--- src/rtl/gpio_pkg.sv ---
// Register map and shared helpers for the memory-mapped GPIO controller.
package gpio_pkg;

  localparam int unsigned GPIO_AW = 3;

  localparam logic [GPIO_AW-1:0] GPIO_DIN  = 3'd0;
  localparam logic [GPIO_AW-1:0] GPIO_STAT = 3'd1;
  localparam logic [GPIO_AW-1:0] GPIO_DOUT = 3'd2;
  localparam logic [GPIO_AW-1:0] GPIO_DIR  = 3'd3;
  localparam logic [GPIO_AW-1:0] GPIO_IEN  = 3'd4;
  localparam logic [GPIO_AW-1:0] GPIO_EDGE = 3'd5;
  localparam logic [GPIO_AW-1:0] GPIO_DSET = 3'd6;
  localparam logic [GPIO_AW-1:0] GPIO_DCLR = 3'd7;

  // True when the bus is writing the register at reg_a this cycle.
  function automatic logic is_write(input logic we, input logic [GPIO_AW-1:0] a,
                                    input logic [GPIO_AW-1:0] reg_a);
    return we && (a == reg_a);
  endfunction

endpackage

--- src/rtl/gpio_sync.sv ---
// Multi-stage input synchroniser for asynchronous pad inputs, with synchronous clear.
module gpio_sync #(
  parameter int unsigned W      = 32,
  parameter int unsigned STAGES = 2
) (
  input  logic         clk,
  input  logic         rst_n,
  input  logic [W-1:0] d,
  output logic [W-1:0] q
);

  logic [W-1:0] sync_q [STAGES];
  logic [W-1:0] sync_d [STAGES];

  always_comb begin
    sync_d[0] = d;
    for (int unsigned i = 1; i < STAGES; i++) begin
      sync_d[i] = sync_q[i-1];
    end
  end

  always_ff @(posedge clk) begin
    if (!rst_n) begin
      for (int unsigned i = 0; i < STAGES; i++) begin
        sync_q[i] <= '0;
      end
    end else begin
      for (int unsigned i = 0; i < STAGES; i++) begin
        sync_q[i] <= sync_d[i];
      end
    end
  end

  assign q = sync_q[STAGES-1];

endmodule

--- src/rtl/gpio_ctrl.sv ---
// Memory-mapped GPIO controller: register file, synchronised inputs,
// per-bit edge detection with sticky W1C status and a level interrupt.
module gpio_ctrl
  import gpio_pkg::*;
#(
  parameter int unsigned   W           = 32,
  parameter int unsigned   SYNC_STAGES = 2,
  parameter logic [W-1:0]  RST_DOUT    = '0,
  parameter logic [W-1:0]  RST_DIR     = '0
) (
  input  logic               clk,
  input  logic               rst_n,
  input  logic [GPIO_AW-1:0] a,
  input  logic               we,
  input  logic [W-1:0]       wd,
  output logic [W-1:0]       rd,
  input  logic [W-1:0]       gpio_i,
  output logic [W-1:0]       gpio_o,
  output logic [W-1:0]       gpio_oe,
  output logic               irq
);

  logic [W-1:0] din;
  logic [W-1:0] dout_q, dout_d;
  logic [W-1:0] dir_q,  dir_d;
  logic [W-1:0] ien_q,  ien_d;
  logic [W-1:0] edge_q, edge_d;
  logic [W-1:0] stat_q, stat_d;
  logic [W-1:0] prev_q, prev_d;
  logic         irq_q,  irq_d;

  logic [W-1:0] rise;
  logic [W-1:0] fall;
  logic [W-1:0] ev;
  logic [W-1:0] stat_clr;

  gpio_sync #(
    .W      (W),
    .STAGES (SYNC_STAGES)
  ) u_sync (
    .clk   (clk),
    .rst_n (rst_n),
    .d     (gpio_i),
    .q     (din)
  );

  // Edge events are gated by IEN at detection time, so masked edges are lost.
  always_comb begin
    rise     = din & ~prev_q;
    fall     = ~din & prev_q;
    ev       = ien_q & ((edge_q & rise) | (~edge_q & fall));
    stat_clr = is_write(we, a, GPIO_STAT) ? wd : '0;
  end

  always_comb begin
    dout_d = dout_q;
    dir_d  = dir_q;
    ien_d  = ien_q;
    edge_d = edge_q;
    prev_d = din;
    // Set wins over a simultaneous W1C on the same bit.
    stat_d = (stat_q & ~stat_clr) | ev;
    irq_d  = |stat_d;
    if (we) begin
      case (a)
        GPIO_DOUT: dout_d = wd;
        GPIO_DIR:  dir_d  = wd;
        GPIO_IEN:  ien_d  = wd;
        GPIO_EDGE: edge_d = wd;
        GPIO_DSET: dout_d = dout_q | wd;
        GPIO_DCLR: dout_d = dout_q & ~wd;
        default: ;
      endcase
    end
  end

  always_ff @(posedge clk) begin
    if (!rst_n) begin
      dout_q <= RST_DOUT;
      dir_q  <= RST_DIR;
      ien_q  <= '0;
      edge_q <= '0;
      stat_q <= '0;
      prev_q <= '0;
      irq_q  <= 1'b0;
    end else begin
      dout_q <= dout_d;
      dir_q  <= dir_d;
      ien_q  <= ien_d;
      edge_q <= edge_d;
      stat_q <= stat_d;
      prev_q <= prev_d;
      irq_q  <= irq_d;
    end
  end

  // Single-cycle read path; write-only set/clear aliases read as zero.
  always_comb begin
    rd = '0;
    case (a)
      GPIO_DIN:  rd = din;
      GPIO_STAT: rd = stat_q;
      GPIO_DOUT: rd = dout_q;
      GPIO_DIR:  rd = dir_q;
      GPIO_IEN:  rd = ien_q;
      GPIO_EDGE: rd = edge_q;
      default:   rd = '0;
    endcase
  end

  assign gpio_o  = dout_q;
  assign gpio_oe = dir_q;
  assign irq     = irq_q;

endmodule
--- config.mk ---
export PLATFORM = sky130hd
export DESIGN_NAME = gpio_ctrl
export DESIGN_NICKNAME = d
export VERILOG_FILES = /design/src/rtl/gpio_pkg.sv /design/src/rtl/gpio_sync.sv /design/src/rtl/gpio_ctrl.sv
export SDC_FILE = /design/constraint.sdc
export NUM_CORES = 1
export LEC_CHECK = 0
export BUFFER_PORTS_ARGS = -buffer_cell sky130_fd_sc_hd__buf_2
export CORE_MARGIN = 5
export CORE_UTILIZATION = 45
export DETAILED_ROUTE_END_ITERATION = 8
export GPL_TIMING_DRIVEN = 0
export PLACE_DENSITY = 0.69
export SLEW_MARGIN = 25
export SYNTH_ARGS = -nofsm -noshare
export SYNTH_HDL_FRONTEND = slang
export SYNTH_SLANG_ARGS = --single-unit
--- constraint.sdc ---
create_clock -name clk -period 2.35 [get_ports clk]
set_input_delay 0.235 -clock clk [delete_from_list [all_inputs] [get_ports clk]]
set_output_delay 0.235 -clock clk [all_outputs]
set_load 0.01 [all_outputs]
Word-level counts from Yosys, hierarchy flattened

Memories as Yosys holds them, arrays and structs flattened.
Cells that the tools add are included.

Register bits: 193
Memory bits (writable): 64
Input port bits: 70
Output and inout port bits: 97
Logic and storage cells: 47
Memories kept: 1

Eq/ne operators: 7
Mux-type cells: 7
Bitwise logic cells: 17
Reduce and logical (&&, ||, !) cells: 8

Memories:

| memory        | words | bits a word | read ports | clocked after Yosys merged registers in | write ports | RTL line        | text |
|---|---|---|---|---|---|---|---|
| u_sync.sync_q | 2     | 32          | 2          | 0                                       | 2           | gpio_sync.sv:12 | `logic [W-1:0] sync_q [STAGES];` |

Operators by type and width:

| operator                                            | count |
|---|---|
| bitwise AND 32 bit                                  | 7 |
| one-hot mux 32 bit (6 select lines)                 | 1 |
| inverter 32 bit                                     | 5 |
| 2-to-1 mux 32 bit                                   | 3 |
| bitwise OR 32 bit                                   | 3 |
| one-hot mux 32 bit (3 select lines)                 | 1 |
| OR reduction 32 bit                                 | 1 |
| equality test 3 bit, second input constant          | 4 |
| AND reduction 2 bit                                 | 4 |
| equality test 3 x 2 -> 1 bit, second input constant | 2 |
| equality test 3 x 1 -> 1 bit, second input constant | 1 |
| zero test 3 bit                                     | 1 |
| nonzero test 3 bit                                  | 1 |
| 2-to-1 mux 1 bit                                    | 2 |
| bitwise OR 1 bit                                    | 2 |
| logical AND 1 bit                                   | 1 |

Logic depth before layout (Yosys ltp)

Gate-level depths: netlist of run 1.

Word-level depth: 7
Mapped depth: 8

Modules after synthesis

Synthesis of run 1 repeated with hierarchy kept, for this count alone.

Cells, all modules: 1172
Area total of the unflattened synthesis: 10417.5 um2

By module, submodules not included:

| module    | times used | cells each | area each (um2) | seq. area each (um2) |
|---|---|---|---|---|
| gpio_ctrl | 1          | 1038       | 8625.8          | 3863.7 |
| gpio_sync | 1          | 134        | 1791.7          | 1281.2 |

Least setup slack after synthesis of run 1

Ideal clock, no wire load.

Path type: input -> register
Start point: input a[1]
End point: register irq_q, in the netlist irq
Library setup time: 0.140 ns
Arrival: 1.607 ns
Slack: 0.603 ns
Stages on the path: 7
Path through: buf_6 and4bb_4 buf_8 a21boi_1 a2111o_1 nor4_1 a41oi_1

Word-level cells in the longest chain between the ends: 7

Ends and longest elaborated chain:

| what                         | RTL line        | text |
|---|---|---|
| from (decl)                  | gpio_ctrl.sv:13 | `input logic [GPIO_AW-1:0] a,` |
| equality test 3 x 1 -> 1 bit | gpio_pkg.sv:18  | `return we && (a == reg_a);` |
| logical AND 1 bit            | gpio_pkg.sv:18  |  |
| 2-to-1 mux 32 bit            | gpio_ctrl.sv:52 | `stat_clr = is_write(we, a, GPIO_STAT) ? wd : '0;` |
| inverter 32 bit              | gpio_ctrl.sv:62 | `stat_d = (stat_q & ~stat_clr) \| ev;` |
| bitwise AND 32 bit           | gpio_ctrl.sv:62 |  |
| bitwise OR 32 bit            | gpio_ctrl.sv:62 |  |
| OR reduction 32 bit          | gpio_ctrl.sv:63 | `irq_d = \|stat_d;` |
| to (signal assigned)         | gpio_ctrl.sv:93 | `irq_q <= irq_d;` |
| to (decl)                    | gpio_ctrl.sv:30 | `logic irq_q, irq_d;` |

No other way between the ends.
A chain may end at the register's enable or synchronous reset.

Worst setup path in the final report of run 1

Start point: input a[2]
End point: output rd[29]

Word-level cells in the longest chain between the ends: 2
Elaborated cells on any way between the ends: 7
Those cells by class: eq/ne: 5; mux: 1; reduce/logical: 1

Ends and longest elaborated chain:

| what                                        | RTL line         | text |
|---|---|---|
| equality test 3 bit (tied with other cells) | gpio_ctrl.sv:100 | `case (a)` |
| one-hot mux 32 bit (6 select lines) *       | gpio_ctrl.sv:100 |  |
| to (decl)                                   | gpio_ctrl.sv:16  | `output logic [W-1:0] rd,` |

Every way passes the cells marked *; elsewhere a longest branch is shown, timed or not.

==> summary.txt, run 1 <==
status: complete, but fails checks
failing checks: negative setup slack
net count after synthesis: 1248
largest net degree at the start of global routing: 14
sequential share of power: 0.484
Tcrit/Tclk final: 1.01
Slew Limit Fails: 0
clk_lat worst skew: 540 ps
routed length per instance: 21.3 microns
Die X: 160 microns
syn_area_per_cell: 8.63 sq um
Static Leakage: 5.13 nW
drt first pass iters: 8
crit path DAT: 2130 ps
critical path type: in2out
Peak Freq: 422 MHz
Yosys top cell by area: dfxtp_1
Worst EP required: 2120 ps
Worst-path clk slew: 60 ps
top cells by area, synth: dfxtp_1 (51%), a22oi_1 (9.5%), nand2_1 (7.9%)
Final Skew: 10.1 ps
initial antenna violation count: 2
Placer Congestion: 0.926
initial DRC count: 1231
power density over cell area: 733 nW/um^2
Tmin final: 2370 ps
worst hold start: wd[31]
die area: 25700 sq um
sw frac: 0.242
CTS tree: built
Post-Syn Area: 10200 sq um
fraction of layout cells with a size suffix above 1: 0.176
final hold vios: 0
grt ovf: 0
Unique masters post-synth: 31
Port Buffers: 164
DRC violations left: 0
Max-slew headroom: 0.457
die height: 160 microns
Sink Count: 257
Slew @ Worst Pin: 813 ps
FP Rows: 55
clock power share: 0.437
Detailed Route WL: 37000 microns
Synth top area share: 0.506
Final setup violation count: 1
post-route ant nets: 0
unrepaired setup endpoints after global routing: false
CTS Root Cell: clkbuf_16
setup bufs post-CTS: 0
Area Growth Syn to Fin: 26.5%
Vias: 9967
register bit total from synthesis: 257
Hold WS: 20.8 ps
CP Capture Type: output port
Critical R2R Launch: edge_q[10]
hold crit path type: in2reg
Comb power frac: 0.079
VDD IR max: 0.000507 V
YS warnings: 0
Post-DP HPWL: 25000 microns
fill count: 2050
worst-path fanout max: 10
first-pass GRT wire length: 55900 microns
cell count after synthesis: 1178
total CTS buffers: 28
vias in the first global route: 9530
Pint: 0.00714 W
crit path from: a[2]
GRT Resource Usage Total: 0.276
I/O pin count: 167
max_cap viols: 0
H-tree depth: 1
Total Nets Final: 1505
core area: 22400 sq um
type of origin of the critical path: primary input
sequential-to-total area share from yosys stat: 0.506
final setup TNS: -17.4 ps
Via density: 5.72
sw power: 0.00228 W
Initial Util: 0.453
CTS Buffer Depth: 3
slack of the critical path: -17.4 ps
flip-flops by register name, indices dropped and copies added, names as in the netlist:
register	cells
ien_q	32
irq	1
stat_q	32
gpio_oe	32
edge_q	32
gpio_o	32
u_sync.sync_q	64
prev_q	32
path summary, 6_finish.rpt:
| kind | end | slack (ps) | cells after the start |
|---|---|---|---|
| min | edge_q[31] | 20 | 3 |
| min reg2reg | u_sync.sync_q[0][33] | 430 | 1 |
| max | rd[29] | -20 | 8 |
| max reg2reg | irq | 330 | 5 |
metal layers:
metal,wire [microns],up-vias,part of all wire,global-route usage
li1,-,4641,-,-
met1,14800,4672,0.40,0.363
met2,16800,550,0.45,0.446
met3,4000,102,0.11,0.0665
met4,1460,2,0.040,0.101
met5,13,-,0.00035,0
stage by stage:
| stage | total power [W] | setup slack [ps] | cell area [sq um] | utilization | instances |
|---|---|---|---|---|---|
| 6_report | 0.00943 | -17.4 | 12900 | 0.573 | 1741 |
| 5_1_grt | 0.00971 | 15.0 | 12900 | 0.573 | 1741 |
| 4_1_cts | 0.00945 | 13.1 | 12900 | 0.573 | 1740 |
| 3_5_place_dp | 0.00529 | -375 | 11300 | 0.506 | 1627 |
| 3_3_place_gp | 0.00528 | -321 | 11300 | 0.506 | 1627 |
| 2_1_floorplan | 0.00495 | 603 | 10200 | - | 1178 |
placed cells by master, fill, tap and decap left out, types with 3 or more instances in the layout:
| cell | n |
|---|---|
| nand2_1 | 213 |
| o22ai_1 | 16 |
| and2_1 | 97 |
| a21boi_0 | 42 |
| nor2_1 | 81 |
| buf_2 | 175 |
| or3b_2 | 16 |
| a21boi_1 | 6 |
| nand2b_1 | 16 |
| a21oi_1 | 113 |
| clkbuf_2 | 17 |
| a22oi_1 | 128 |
| dfxtp_1 | 257 |
| clkbuf_8 | 4 |
| nand3_1 | 32 |
| clkinv_2 | 5 |
| buf_1 | 3 |
| o21ai_0 | 32 |
| nor4_1 | 4 |
| a2111o_1 | 16 |
| dlygate4sd3_1 | 63 |
| clkbuf_1 | 57 |
| clkbuf_16 | 29 |
| nand3b_1 | 16 |
kinds of logic after synthesis:
group / synth area share
AND/OR/NAND/NOR: 0.230
AO/OA/AOI/OAI: 0.230
flip-flops: 0.506
buffers and inverters: 0.0345
critical path: stages:
cell and delay [ps]:
buf_2 150, inv_1 140, and3_1 170, clkbuf_1 450
buf_2 500, a22oi_1 130, nand3_1 180, buf_2 160
repair_timing:
action,in CTS,in global routing
hold buffers,63,0
resized for setup,14,13
endpoints found under the setup margin,32,28
endpoints found under the hold margin,115,0
power by group through the flow:
stage	clock network, W	registers (W)	logic [W]
after global placement	0	0.00465	0.000630
after CTS	0.00416	0.00456	0.000726
after floorplan	0	0.00464	0.000307
after detailed placement	0	0.00466	0.000639
after global routing	0.00434	0.00457	0.000792
final	0.00412	0.00457	0.000740
final cells by class:
cell class              count  area, sq um  share of cell area
well taps                 285          357              0.0277
flip-flops and latches    257         5140               0.400
clock inverters             7         41.3             0.00321
multi-input cells         838         4670               0.363
inverters                   2         7.51            0.000584
repair buffers            227         1450               0.113
diodes                      1         2.50            0.000195
clock buffers              43          818              0.0636
plain buffers              81          365              0.0284
Yosys cell counts:
cell	count
inv_2	1
a2111o_1	16
a22oi_1	128
o21ai_0	32
buf_6	2
nor3_2	1
nor4_1	4
a21boi_1	6
nand2b_1	16
nor3b_1	2
nand3_1	32
dfxtp_1	257
a21boi_0	42
or3b_2	16
nand2_1	213
o22ai_1	16
clkbuf_1	65
nor3b_2	1
nor3_1	1
buf_2	10
and2_1	97
nor2_1	81
buf_1	3
buf_8	1
nand3b_1	16
and4bb_4	1
a41oi_1	1
a21oi_1	113
and2_0	2
inv_1	1
and3_1	1
Power figures use the tool's default switching activity.
==> run 2: changes to the inputs <==
PLACE_DENSITY = 0.66   (was 0.69)
==> run 2 against run 1 <==
The flow now finishes without violations. Via count grew 1.5%. First-iteration DRC count fell by 6.3%. Sequential share of layout area decreased by 0.55 points. Global-route usage up 0.75 points. Total power up 7.7%. Non-clock buffer count unchanged. Core utilization grew 0.79 points. Die area stayed put.
==> summary.txt, run 2 (synthesis gave the netlist of run 1 again) <==
status: completed (was complete, but fails checks)
Detailed Route WL: 37600 microns (was 37000 microns)
CP peak stage delay: 500 ps (about the same)
drt first pass iters: 5 (was 8)
Place WS: -316 ps (was -375 ps)
max_cap viols: 0 (unchanged)
Worst-path clk slew: 60 ps (about the same)
DRC violations left: 0 (unchanged)
Worst path top cell family by delay: buffers and inverters (unchanged)
CP Capture Type: output port (unchanged)
Placer Congestion: 0.918 (was 0.926)
Max-slew headroom: 0.496 (was 0.457)
vias in the first global route: 9521 (was 9530)
clk_lat worst skew: 540 ps (about the same)
I/O pin count: 167 (unchanged)
Worst EP required: 2120 ps (about the same)
CTS tree: built (unchanged)
commonest non-fill, non-tap cell in the layout: dfxtp_1 (unchanged)
unrepaired setup endpoints after global routing: false (unchanged)
final core occ: 0.581 (was 0.573)
most frequent cells in the layout: dfxtp_1 (257), nand2_1 (213), buf_2 (175) (unchanged)
Final setup violation count: 0 (was 1)
Post-DP HPWL: 24900 microns (was 25000 microns)
Initial Util: 0.453 (unchanged)
Bufs and invs on worst path: 5 (unchanged)
final hold vios: 0 (unchanged)
clock power share: 0.477 (was 0.437)
Vias: 10100 (was 9967)
Static Leakage: 5.23 nW (was 5.13 nW)
grt ovf: 0 (unchanged)
Total Nets Final: 1505 (unchanged)
GRT Resource Usage Total: 0.284 (was 0.276)
initial antenna violation count: 1 (was 2)
final setup TNS: 0 ps (was -17.4 ps)
die area: 25700 sq um (unchanged)
Slew @ Worst Pin: 755 ps (was 813 ps)
Biggest register: u_sync.sync_q (unchanged)
power density over cell area: 779 nW/um^2 (was 733 nW/um^2)
CTS Buffer Depth: 3 (unchanged)
slack of the critical path: 52.4 ps (was -17.4 ps)
Peak Freq: 435 MHz (was 422 MHz)
H-tree depth: 1 (unchanged)
die height: 160 microns (unchanged)
Largest register FFs: 64 (unchanged)
first-pass GRT wire length: 57100 microns (was 55900 microns)
slowest stage cell, crit path: clkbuf_2 (was buf_2)
sw power: 0.00239 W (was 0.00228 W)
CTS Root Cell: clkbuf_16 (unchanged)
initial DRC count: 1153 (was 1231)
Comb power frac: 0.074 (was 0.079)
routed length per instance: 21.6 microns (was 21.3 microns)
Die X: 160 microns (unchanged)
sequential share of power: 0.449 (was 0.484)
Tcrit/Tclk final: 0.978 (was 1.01)
worst-path fanout max: 10 (unchanged)
setup bufs post-CTS: 0 (unchanged)
Port Buffers: 164 (unchanged)
largest net degree at the start of global routing: 14 (unchanged)
sw frac: 0.236 (was 0.242)
core area: 22400 sq um (unchanged)
Sink Count: 257 (unchanged)
Via density: 5.80 (was 5.72)
Tmin final: 2300 ps (was 2370 ps)
VDD IR max: 0.000541 V (was 0.000507 V)
Pint: 0.00776 W (was 0.00714 W)
hold crit path type: in2reg (unchanged)
fraction of layout cells with a size suffix above 1: 0.183 (was 0.176)
FP Rows: 55 (unchanged)
critical path type: in2out (unchanged)
most used cell along the critical path: buf_2 (unchanged)
post-route ant nets: 0 (unchanged)
type of origin of the critical path: primary input (unchanged)
crit-path cells: buf_2 > inv_1 > and3_1 > clkbuf_1 > clkbuf_2 > a22oi_1 > nand3_1 > buf_2 (was buf_2 > inv_1 > and3_1 > clkbuf_1 > buf_2 > a22oi_1 > nand3_1 > buf_2)
Final Skew: 10.1 ps (about the same)
Slew Limit Fails: 0 (unchanged)
Area Growth Syn to Fin: 28.3% (was 26.5%)
total CTS buffers: 28 (unchanged)
crit path DAT: 2060 ps (was 2130 ps)
-- run 2: layout make-up --
type / instances / area, sq um
Antenna cell: 2 / 5.00
Buffer: 81 / 365
Clock buffer: 41 / 871
Clock inverter: 11 / 164
Fill cell: 2037 / 9390
Inverter: 2 / 7.51
Multi-Input combinational cell: 838 / 4670
Sequential cell: 257 / 5140
Tap cell: 285 / 357
Timing Repair Buffer: 227 / 1450
-- run 2: timing repair --
action	CTS	global route
pin swaps	0	0
hold buffers	63	0
endpoints found under the hold margin	120	0
gates cloned	0	0
endpoints found under the setup margin	32	30
gates resized for setup	14	11
-- run 2: layer usage --
metal / track usage / part of all wire
met1: 0.385 / 0.41
met2: 0.445 / 0.45
met3: 0.0582 / 0.11
met4: 0.112 / 0.039
met5: 0 / 0
-- run 2: worst paths after layout --
path | from | to | slack, ps | cells after the start
setup / recovery | a[2] | rd[29] | 50 | 8
hold / removal | wd[23] | edge_q[23] | 6 | 3
setup reg to reg | edge_q[17] | irq | 350 | 5
hold reg to reg | u_sync.sync_q[0][17] | u_sync.sync_q[0][49] | 430 | 1
-- run 2: power by group through the flow --
| stage | Sequential (W) | Combinational (W) | Clock (W) |
|---|---|---|---|
| global placement | 0.00465 | 0.000639 | 0 |
| finish | 0.00456 | 0.000749 | 0.00484 |
| global route | 0.00458 | 0.000801 | 0.00506 |
| detailed placement | 0.00466 | 0.000647 | 0 |
| floorplan | 0.00464 | 0.000307 | 0 |
| CTS | 0.00456 | 0.000733 | 0.00485 |
-- run 2: worst min-delay path: stages --
cell     delay, ps
buf_2          150
nand2_1         70
a21oi_1         50
-- run 2: through the flow --
step           std cells  cell area [sq um]  power, W  hold slack, ps
2_1_floorplan       1178              10200   0.00495             362
3_3_place_gp        1627              11300   0.00529             414
3_5_place_dp        1627              11300   0.00530             419
4_1_cts             1742              13000    0.0101            3.98
5_1_grt             1743              13000    0.0104            32.4
6_report            1744              13000    0.0102            5.64
